==> config.mk <==
export PLATFORM = sky130hd
export DESIGN_NAME = mem_arbiter
export DESIGN_NICKNAME = d
export VERILOG_FILES = /design/src/rtl/cpu_pkg.sv /design/src/rtl/mem_arbiter.sv
export SDC_FILE = /design/constraint.sdc
export NUM_CORES = 1
export LEC_CHECK = 0
export ABC_AREA = 1
export CAP_MARGIN = 20
export CORE_MARGIN = 3
export CORE_UTILIZATION = 35
export CTS_CLUSTER_DIAMETER = 80
export DETAILED_ROUTE_END_ITERATION = 10
export MAX_ROUTING_LAYER = met4
export PLACE_DENSITY = 0.66
export RECOVER_POWER = 100
export SLEW_MARGIN = 20
export SYNTH_ARGS = -nofsm -noshare
export SYNTH_HDL_FRONTEND = slang
export SYNTH_SLANG_ARGS = --single-unit
==> constraint.sdc <==
create_clock -name clk -period 2 [get_ports clk]
set_input_delay 0.4 -clock clk [delete_from_list [all_inputs] [get_ports clk]]
set_output_delay 0.4 -clock clk [all_outputs]
set_load 0.05 [all_outputs]
==> src/rtl/cpu_pkg.sv <==
// ============================================================================
//  cpu_pkg
//  Shared types and constants for the CPU memory-side blocks.
//  Revision: 1.0
// ============================================================================
`default_nettype none

package cpu_pkg;

    localparam int unsigned c_mem_lat_dflt = 2;
    localparam int unsigned c_aw_dflt      = 16;
    localparam int unsigned c_dw_dflt      = 16;

    // Requester identifiers held in the grant latch
    localparam logic REQ_IF = 1'b0;
    localparam logic REQ_D  = 1'b1;

    typedef enum logic [1:0] {
        IDLE  = 2'd0,
        ISSUE = 2'd1,
        WAIT  = 2'd2,
        DONE  = 2'd3
    } arb_state_e;

endpackage

`default_nettype wire

==> src/rtl/mem_arbiter.sv <==
// ============================================================================
//  mem_arbiter
//  Shares one memory port between instruction fetch and data access.
//  Revision: 1.0
// ============================================================================
`default_nettype none

module mem_arbiter
    import cpu_pkg::*;
#(
    parameter int unsigned MEM_LAT = c_mem_lat_dflt,
    parameter int unsigned AW      = c_aw_dflt,
    parameter int unsigned DW      = c_dw_dflt
) (
    input  logic          clk,
    input  logic          rst,
    input  logic          if_req,
    input  logic [AW-1:0] if_addr,
    output logic [DW-1:0] if_rdata,
    output logic          if_ack,
    input  logic          d_re,
    input  logic          d_we,
    input  logic [AW-1:0] d_addr,
    input  logic [DW-1:0] d_wdata,
    output logic [DW-1:0] d_rdata,
    output logic          d_ack,
    output logic          mem_en,
    output logic          mem_we,
    output logic [AW-1:0] mem_addr,
    output logic [DW-1:0] mem_wdata,
    input  logic [DW-1:0] mem_rdata,
    input  logic          hlt,
    output logic          stall
);

    localparam logic [3:0] c_cnt_last = 4'(MEM_LAT - 1);

    arb_state_e    r_state;
    arb_state_e    w_state_nxt;
    logic [3:0]    r_cnt;
    logic [3:0]    w_cnt_nxt;
    logic          r_gnt;
    logic          r_we;
    logic [AW-1:0] r_addr;
    logic [DW-1:0] r_wdata;
    logic [DW-1:0] r_if_rdata;
    logic [DW-1:0] r_d_rdata;

    logic          w_if_ok;
    logic          w_d_ok;
    logic          w_pick;
    logic          w_grant;
    logic          w_capture;
    logic          w_issue;
    logic          w_done;

    always_comb begin
        w_if_ok     = if_req & ~hlt;
        w_d_ok      = d_re | d_we;
        // Data wins unless it also won the previous grant and fetch is waiting
        w_pick      = (w_d_ok && !(w_if_ok && r_gnt == REQ_D)) ? REQ_D : REQ_IF;
        w_state_nxt = r_state;
        w_cnt_nxt   = r_cnt;
        w_grant     = 1'b0;
        w_capture   = 1'b0;
        case (r_state)
            IDLE: begin
                if (w_if_ok || w_d_ok) begin
                    w_grant     = 1'b1;
                    w_state_nxt = ISSUE;
                end
            end
            ISSUE: begin
                w_cnt_nxt   = 4'd0;
                w_state_nxt = WAIT;
            end
            WAIT: begin
                if (r_cnt == c_cnt_last) begin
                    w_capture   = 1'b1;
                    w_state_nxt = DONE;
                end else begin
                    w_cnt_nxt = r_cnt + 4'd1;
                end
            end
            DONE: begin
                w_state_nxt = IDLE;
            end
            default: begin
                w_state_nxt = IDLE;
            end
        endcase
    end

    always_ff @(posedge clk) begin
        if (rst) begin
            r_state    <= IDLE;
            r_cnt      <= 4'd0;
            r_gnt      <= REQ_IF;
            r_we       <= 1'b0;
            r_addr     <= '0;
            r_wdata    <= '0;
            r_if_rdata <= '0;
            r_d_rdata  <= '0;
        end else begin
            r_state <= w_state_nxt;
            r_cnt   <= w_cnt_nxt;
            if (w_grant) begin
                r_gnt   <= w_pick;
                r_we    <= (w_pick == REQ_D) & d_we;
                r_addr  <= (w_pick == REQ_D) ? d_addr : if_addr;
                r_wdata <= d_wdata;
            end
            if (w_capture && !r_we) begin
                if (r_gnt == REQ_D) begin
                    r_d_rdata <= mem_rdata;
                end else begin
                    r_if_rdata <= mem_rdata;
                end
            end
        end
    end

    // Outputs are forced quiet while reset is held, independent of state
    assign w_issue   = (r_state == ISSUE) & ~rst;
    assign w_done    = (r_state == DONE) & ~rst;

    assign mem_en    = w_issue;
    assign mem_we    = w_issue & r_we;
    assign mem_addr  = w_issue ? r_addr : '0;
    assign mem_wdata = w_issue ? r_wdata : '0;

    assign if_ack    = w_done & (r_gnt == REQ_IF);
    assign d_ack     = w_done & (r_gnt == REQ_D);
    assign if_rdata  = rst ? '0 : r_if_rdata;
    assign d_rdata   = rst ? '0 : r_d_rdata;

    assign stall     = (if_req & ~if_ack & ~hlt) | ((d_re | d_we) & ~d_ack);

endmodule

`default_nettype wire
* Word level (Yosys, flattened, before mapping)
Index checks and enable logic that the tools add are counted.
** Word-level totals
- Flip-flop bits (word level) :: 72
- Logic and storage cells :: 60
** Cells by class
- $add $sub $neg :: 1
- Eq/ne operators :: 7
- Multiplexer cells :: 15
- Bitwise logic cells :: 17
- Reduce and logical (&&, ||, !) cells :: 12
** Operators by type and width (number)
- 16-bit two-way mux :: 5
- 1-bit bitwise AND :: 10
- 2-bit one-hot mux with 4 select lines :: 1
- 4-bit one-hot mux with 2 select lines :: 1
- 2-bit AND reduction :: 4
- 2-bit != test, second input constant :: 3
- 1-bit two-way mux :: 5
- 1-bit inverter :: 5
- 4-bit by 1-bit adder with 4-bit output, second input constant :: 1
- 2-bit equality test, second input constant :: 2
- 4-bit by 1-bit equality test with 1-bit output, second input constant :: 1
- 2-bit two-way mux :: 2
- 4-bit two-way mux :: 1
- 1-bit logical AND :: 3
- 2-bit by 1-bit equality test with 1-bit output, second input constant :: 1
- 1-bit logical NOT :: 2
- 2-bit logical NOT :: 1
- 1-bit OR :: 2
- 2-bit nonzero test :: 1
- 1-bit logical OR :: 1

* Depth between registers and ports, before layout
Gate-level depths: netlist of the first run.
- Depth in word-level cells :: 7
- Gate-level depth with buffers :: 9
- Depth with buffers taken out :: 8

* Worst setup path before layout of the first run
Ideal clock, no wire load.
- Path type :: register -> output
- From :: register r_state[1]
- To :: output port mem_addr[0]
- Arrival :: 2401 ps
- Data required time :: 1600 ps
- Path slack :: -801 ps
- Stages on the path, launching flop included :: 8
- Path buffers :: 1
- Path through :: dfxtp_1 inv_1 ha_1 inv_1 nor2_1 inv_1 buf_1 nor2_1
** On the way
- Cells in the longest elaborated chain, start to end :: 3
** RTL lines
- from (decl) :: RTL line mem_arbiter.sv:38 : arb_state_e r_state;
- from (signal assigned) :: RTL line mem_arbiter.sv:105 : r_state <= w_state_nxt;
- 2-bit by 1-bit equality test with 1-bit output :: RTL line mem_arbiter.sv:124 : assign w_issue = (r_state == ISSUE) & ~rst;
- 1-bit bitwise AND :: RTL line mem_arbiter.sv:124
- named net mem_en :: RTL line mem_arbiter.sv:27 : output logic mem_en,
- 16-bit two-way mux :: RTL line mem_arbiter.sv:129 : assign mem_addr = w_issue ? r_addr : '0;
- to (decl) :: RTL line mem_arbiter.sv:29 : output logic [AW-1:0] mem_addr,
The timed path passes the listed nets, and every way through them passes these cells.

* Worst setup path in the final report of the first run
- From :: register r_state[1]
- To :: output port mem_wdata[7]
** On the way
- Cells in the longest elaborated chain, start to end :: 3
** RTL lines
- 2-bit by 1-bit equality test with 1-bit output :: RTL line mem_arbiter.sv:124
- 1-bit bitwise AND :: RTL line mem_arbiter.sv:124
- 16-bit two-way mux :: RTL line mem_arbiter.sv:130 : assign mem_wdata = w_issue ? r_wdata : '0;
- to (decl) :: RTL line mem_arbiter.sv:30 : output logic [DW-1:0] mem_wdata,
Every way passes these cells.

==> reports/qor.yml, run 1 <==
outcome:
  status: "finished, final reports clean"
setup_path:
  startpoint_type: "register"
  worstPathArrival_ps: 1580
  r2r-start: "r_state[0]"
  crit_type: "register to output pin"
  cp.required_ps: 1600
  r2r_cells: 8
  crit_fanout: 8
  crit_path_end_kind: "output pin"
  rr_endpoint: "r_d_rdata[6]"
  r2r_setup_slack_ps: 280
routing:
  vias: 3835
  ant_nets: 0
  finalWirelength_um: 10500
  first_pass_iters: 4
  drc: 0
  drtIter0Drc: 106
  vias_per_cell: 4.52
  wire_per_inst_um: 12.4
synthesis:
  syn_area_mm2: 0.00366
  syn_avg_cell_area_um2: 6.38
  yosys_register_bits: 72
  async_reset_ff_frac: 0
  syn_inst: 574
  synth_edf_count: 0
  ys.warnings.count: 0
  synth_commonest_cells: "nor2_1, inv_1, nand2_1"
  ys_seq_area_frac: 0.393
  synthMostInstantiatedCell: "nor2_1"
  yosys.area.top_type: "dfxtp_1"
  synth_top_area_share: 0.393
  syn-num-nets: 651
  synth-main-ff-cell: "dfxtp_1"
  ys_types: 26
  ys_top_cells_by_area: "dfxtp_1, nor2_1, inv_1"
cts:
  cts_hold_buf: 0
  cts_tree: "yes"
  numCtsBuffers: 9
  cts_num_sinks: 72
  clock_latency_ps: 340
  clockBufferDepth: 2
  clkTransAtPathRegs_ps: 70
  cts_root_buf: "clkbuf_8"
  htreeDepth: 3
floorplanning:
  io-pin-count: 139
  fp.dieArea_mm2: 0.0117
  initial_core_util: 0.368
  design.core.area_mm2: 0.00995
  die-width_um: 108
  row_count: 36
  die_h_um: 108
power:
  power_density_mw_per_mm2: 866
  leakagePower_nw: 2.60
  peakVddDrop_mv: 0.443
  power.total_mw: 5.35
sta:
  worstMarginPinSlew_ps: 490
  max_freq_mhz: 504
  clock_skew_ps: 9.61
  tns_ps: 0
  period_share: 0.991
  maxSlewHeadroom: 0.673
  slew_viol_final: 0
  rsz0062_at_grt: "yes"
  fin_hold_ws_ps: 484
  hold_viol: 0
  setup_viol: 0
  final.setup.worst_slack_ps: 17.6
  period_needed_ps: 1980
placement:
  routabilityCongestion: 0.874
  io_buffers: 138
  place_inst: 827
  post-place-ws_ps: 107
  hpwlAfterDp_um: 7790
global_routing:
  grt_max_degree: 50
  grt_use_total: 0.190
  antenna_found_initial: 0
  grt_pass1_wl_um: 17500
  overflow: 0
  grt_pass1_vias: 3885
min_path:
  whs_path_depth: 2
  min_path_type: "register to register"
  hold_end: "r_if_rdata[3]"
  hp-start: "r_if_rdata[3]"
final_layout:
  area_growth_pct: 68.4
  ff_latch_area_mm2: 0.00144
  drive_above_1_share: 0.221
  antenna_cells: 0
  final_nets: 788
  final_cell_count_no_fill: 848
  fillers: 924
  multi_input_area_mm2: 0.00193
job:
  maxCapViolations: 0
[sequential cells by signal (all words and copies together), names as in the netlist]
name,flops
r_d_rdata,16
r_gnt,1
r_wdata,16
r_if_rdata,16
r_addr,16
r_we,1
r_cnt,4
r_state,2
[cell type report]
cell class | instances | share of cell area
clock buffer | 12 | 0.0235
clock inverter | 3 | 0.00689
inverter | 109 | 0.0671
multi-input combinational | 362 | 0.312
sequential | 72 | 0.234
tap | 133 | 0.0270
timing repair buffer | 157 | 0.330
[worst max-delay path, cell delays in order, from the launching register on]
cell     delay, ps
dfxtp_2        340
inv_2           80
ha_4           130
inv_2           40
nor2_4         120
inv_6           90
buf_12         160
nor2_4         120
buf_8          150
[metrics by stage]
step	util	cell area (um2)
5_1_grt	0.620	6170
6_report	0.620	6170
4_1_cts	0.616	6130
3_3_place_gp	0.572	5690
3_5_place_dp	0.572	5690
2_1_floorplan	-	3910
[metal layers]
layer | wire length (um) | global-route usage | vias up | share of wire
met4 | 123 | 0.0604 | 0 | 0.012
li1 | - | - | 2009 | -
met1 | 4490 | 0.221 | 1715 | 0.43
met3 | 736 | 0.0490 | 10 | 0.070
met5 | 0 | - | - | 0
met2 | 5140 | 0.321 | 101 | 0.49
[worst max path at each step]
stage                          start      endpoint  slack, ps  cells after the start
after floorplan           r_state[1]  mem_addr[15]       -100                      6
after global placement          d_we          r_we        180                      7
after detailed placement        d_we     r_addr[2]        110                      8
after CTS                 r_state[1]  mem_wdata[7]         -5                      8
after global routing      r_state[1]  mem_wdata[7]        -40                      8
final                     r_state[1]  mem_wdata[7]         20                      8
[layout by cell type (no fill, tap or decap), types with 2 or more instances in the layout]
cell type	n
a21oi_1	40
buf_12	38
buf_16	2
buf_4	15
buf_6	20
buf_8	13
clkbuf_1	2
clkbuf_8	10
clkdlybuf4s50_1	68
dfxtp_1	70
dfxtp_2	2
ha_1	5
inv_1	103
inv_2	5
nand2_1	81
nand2_2	2
nand3_1	68
nand4_1	2
nor2_1	98
nor2_2	5
nor2_4	33
nor3_4	2
o21ai_0	16
or2_2	2
[logic make-up after synthesis]
family,share of synthesized area
flip-flops,0.393
AO/OA/AOI/OAI,0.0823
AND/OR/NAND/NOR,0.344
XOR/XNOR,0.00239
adder cells (fa/ha/maj),0.0239
buffers and inverters,0.154
[where the power goes]
group	internal [mW]	total, mW	switching, mW
clock	0.603	1.11	0.504
combinational	0.909	2.42	1.51
sequential	1.71	1.82	0.104
total	3.23	5.35	2.12
[repair_timing]
action | in CTS | in global routing
pin swaps | 3 | 3
gates cloned | 2 | 0
gates resized for setup | 51 | 10
endpoints found under the setup margin | 33 | 33
setup buffers | 3 | 1
(Power assumes the default switching activity.)
==> run 2, diff against run 1 <==
--- a/config.mk
+++ b/config.mk
@@ -12,8 +12,9 @@
 export CTS_CLUSTER_DIAMETER = 80
 export DETAILED_ROUTE_END_ITERATION = 10
 export MAX_ROUTING_LAYER = met4
-export PLACE_DENSITY = 0.66
+export PLACE_DENSITY = 0.76
 export RECOVER_POWER = 100
+export REMOVE_ABC_BUFFERS = 1
 export SLEW_MARGIN = 20
 export SYNTH_ARGS = -nofsm -noshare
 export SYNTH_HDL_FRONTEND = slang
==> run 2 against run 1 <==
  * Combinational power decreased by 5%
  * Clock power increased by 4%
  * Hold slack got worse by 6.9 ps
  * Cell count increased by 0.71%
  * Register-to-register slack got worse by 110 ps
  * Cell area decreased by 9.3%
  * Sequential share of layout area increased by 2.4 points
  * Die area unchanged
  * Largest power group unchanged
  * Sequential power about the same
  * Flip-flop and latch count unchanged
  * Critical path depth decreased by 4
==> reports/qor.yml, run 2 (synthesis results as in run 1) <==
power:
  power_density_mw_per_mm2: 946
  power_frac_clock: 0.217
  p_switching_mw: 2.14
  pwr-share-seq: 0.346
  peakVddDrop_mv: 0.426
  netSwitchingFraction: 0.403
  leakagePower_nw: 2.50
  p_int_mw: 3.16
  p_comb_frac: 0.437
final_layout:
  layout_common_cells: "inv_1, nor2_1, nand2_1"
  drive_above_1_share: 0.221
  area_growth_pct: 52.7
  final_core_util: 0.562
  antenna_cells: 0
  final_nets: 793
  final_common_cell: "inv_1"
setup_path:
  crit_path_end_kind: "output pin"
  r2r_setup_slack_ps: 170
  critPathCapture: "stall"
  r2r_cells: 8
  cp.required_ps: 1600
  critical_path.max_stage_delay_ps: 560
  crit_chain: "dlygate4sd3_1 > nor2_1 > o22ai_2 > buf_12"
  cpMaxStageDelayCell: "dlygate4sd3_1"
  crit_fanout: 4
  worstPathArrival_ps: 1600
  startpoint: "d_we"
  startpoint_type: "input port"
  crit_type: "input port to output pin"
  rr_endpoint: "r_d_rdata[4]"
  r2r-start: "r_state[0]"
routing:
  finalWirelength_um: 11600
  ant_nets: 0
  vias_per_cell: 4.70
  drtIter0Drc: 221
  first_pass_iters: 5
  vias: 4014
  wire_per_inst_um: 13.6
  drc: 0
placement:
  hpwlAfterDp_um: 7910
  routabilityCongestion: 0.814
  io_buffers: 138
cts:
  cts_tree: "yes"
  cts_root_buf: "clkbuf_8"
  clock_latency_ps: 330
  clkTransAtPathRegs_ps: 80
  cts_hold_buf: 0
  cts_num_sinks: 72
  htreeDepth: 3
  numCtsBuffers: 9
  clockBufferDepth: 2
global_routing:
  overflow: 0
  grt_max_degree: 50
  grt_pass1_wl_um: 18400
  antenna_found_initial: 0
  grt_pass1_vias: 3942
  grt_use_total: 0.202
min_path:
  min_path_type: "register to register"
sta:
  period_needed_ps: 2000
  tns_ps: 0
  hold_viol: 0
  rsz0062_at_grt: "yes"
  setup_viol: 0
  max_freq_mhz: 500
  fin_hold_ws_ps: 477
  maxSlewHeadroom: 0.595
  clock_skew_ps: 12.9
  period_share: 0.999
  slew_viol_final: 0
  worstMarginPinSlew_ps: 607
job:
  maxCapViolations: 0
outcome:
  status: "finished, final reports clean"
floorplanning:
  die-width_um: 108
  die_h_um: 108
  fp.dieArea_mm2: 0.0117
  design.core.area_mm2: 0.00995
  row_count: 36
  initial_core_util: 0.368
  io-pin-count: 139
run 2: changes by cell type in the layout (fill, tap and decap cells not counted), sizes merged:
cell	change
clkdlybuf4s50	-1
clkinv	+2
dlygate4sd3	+1
clkbuf	+34
buf	-30
run 2: area by class of cell:
type	instances	area, um2
Fill cell	922	4360
Multi-Input combinational cell	362	1830
Timing Repair Buffer	162	1540
Sequential cell	72	1440
Inverter	109	414
Tap cell	133	166
Clock buffer	11	141
Clock inverter	5	56.3
run 2: power groups by stage:
stage | registers, mW | clock network, mW | logic [mW]
global route | 1.86 | 1.26 | 2.54
detailed placement | 1.86 | 0 | 1.96
global placement | 1.84 | 0 | 1.90
floorplan | 1.85 | 0 | 1.21
CTS | 1.83 | 1.18 | 2.33
finish | 1.83 | 1.15 | 2.31
run 2: stage by stage:
stage | std cells | total power [mW] | cell area, um2 | setup slack [ps]
after CTS | 854 | 5.35 | 5670 | -21.4
after floorplan | 543 | 3.06 | 3510 | -1050
after global routing | 854 | 5.66 | 5600 | -57.4
after global placement | 832 | 3.74 | 5070 | 121
after detailed placement | 832 | 3.81 | 5070 | 3.69
final | 854 | 5.30 | 5600 | 1.51
run 2: worst min path at each step:
| stage | startpoint | end | slack (ps) | cells after the start |
|---|---|---|---|---|
| 2_1_floorplan | r_wdata[0] | r_wdata[0] | 430 | 2 |
| 3_3_place_gp | r_wdata[5] | r_wdata[5] | 440 | 2 |
| 3_5_place_dp | r_wdata[13] | r_wdata[13] | 450 | 2 |
| 4_1_cts | r_wdata[13] | r_wdata[13] | 480 | 2 |
| 5_1_grt | r_if_rdata[9] | r_if_rdata[9] | 510 | 2 |
| 6_report | r_wdata[1] | r_wdata[1] | 480 | 2 |
run 2: critical path, delay by kind of cell:
| kind | cells | cell delay, ps |
|---|---|---|
| compound gates | 1 | 170 |
| buf+inv | 2 | 730 |
| simple gates | 1 | 300 |
run 2: routing by layer:
layer,vias to the layer above,GRT usage,part of all wire
met5,-,-,0
met3,15,0.0424,0.080
met1,1839,0.236,0.41
met2,146,0.349,0.50
met4,0,0.0586,0.012
li1,2014,-,-
run 2: repair_timing:
| action | 4_1_cts | 5_1_grt |
|---|---|---|
| setup endpoints to repair | 33 | 34 |
| gates cloned | 3 | 0 |
| buffers inserted | 3 | 0 |
| pin swaps | 2 | 1 |
| resized for setup | 94 | 8 |
| endpoints found under the hold margin | 0 | 0 |
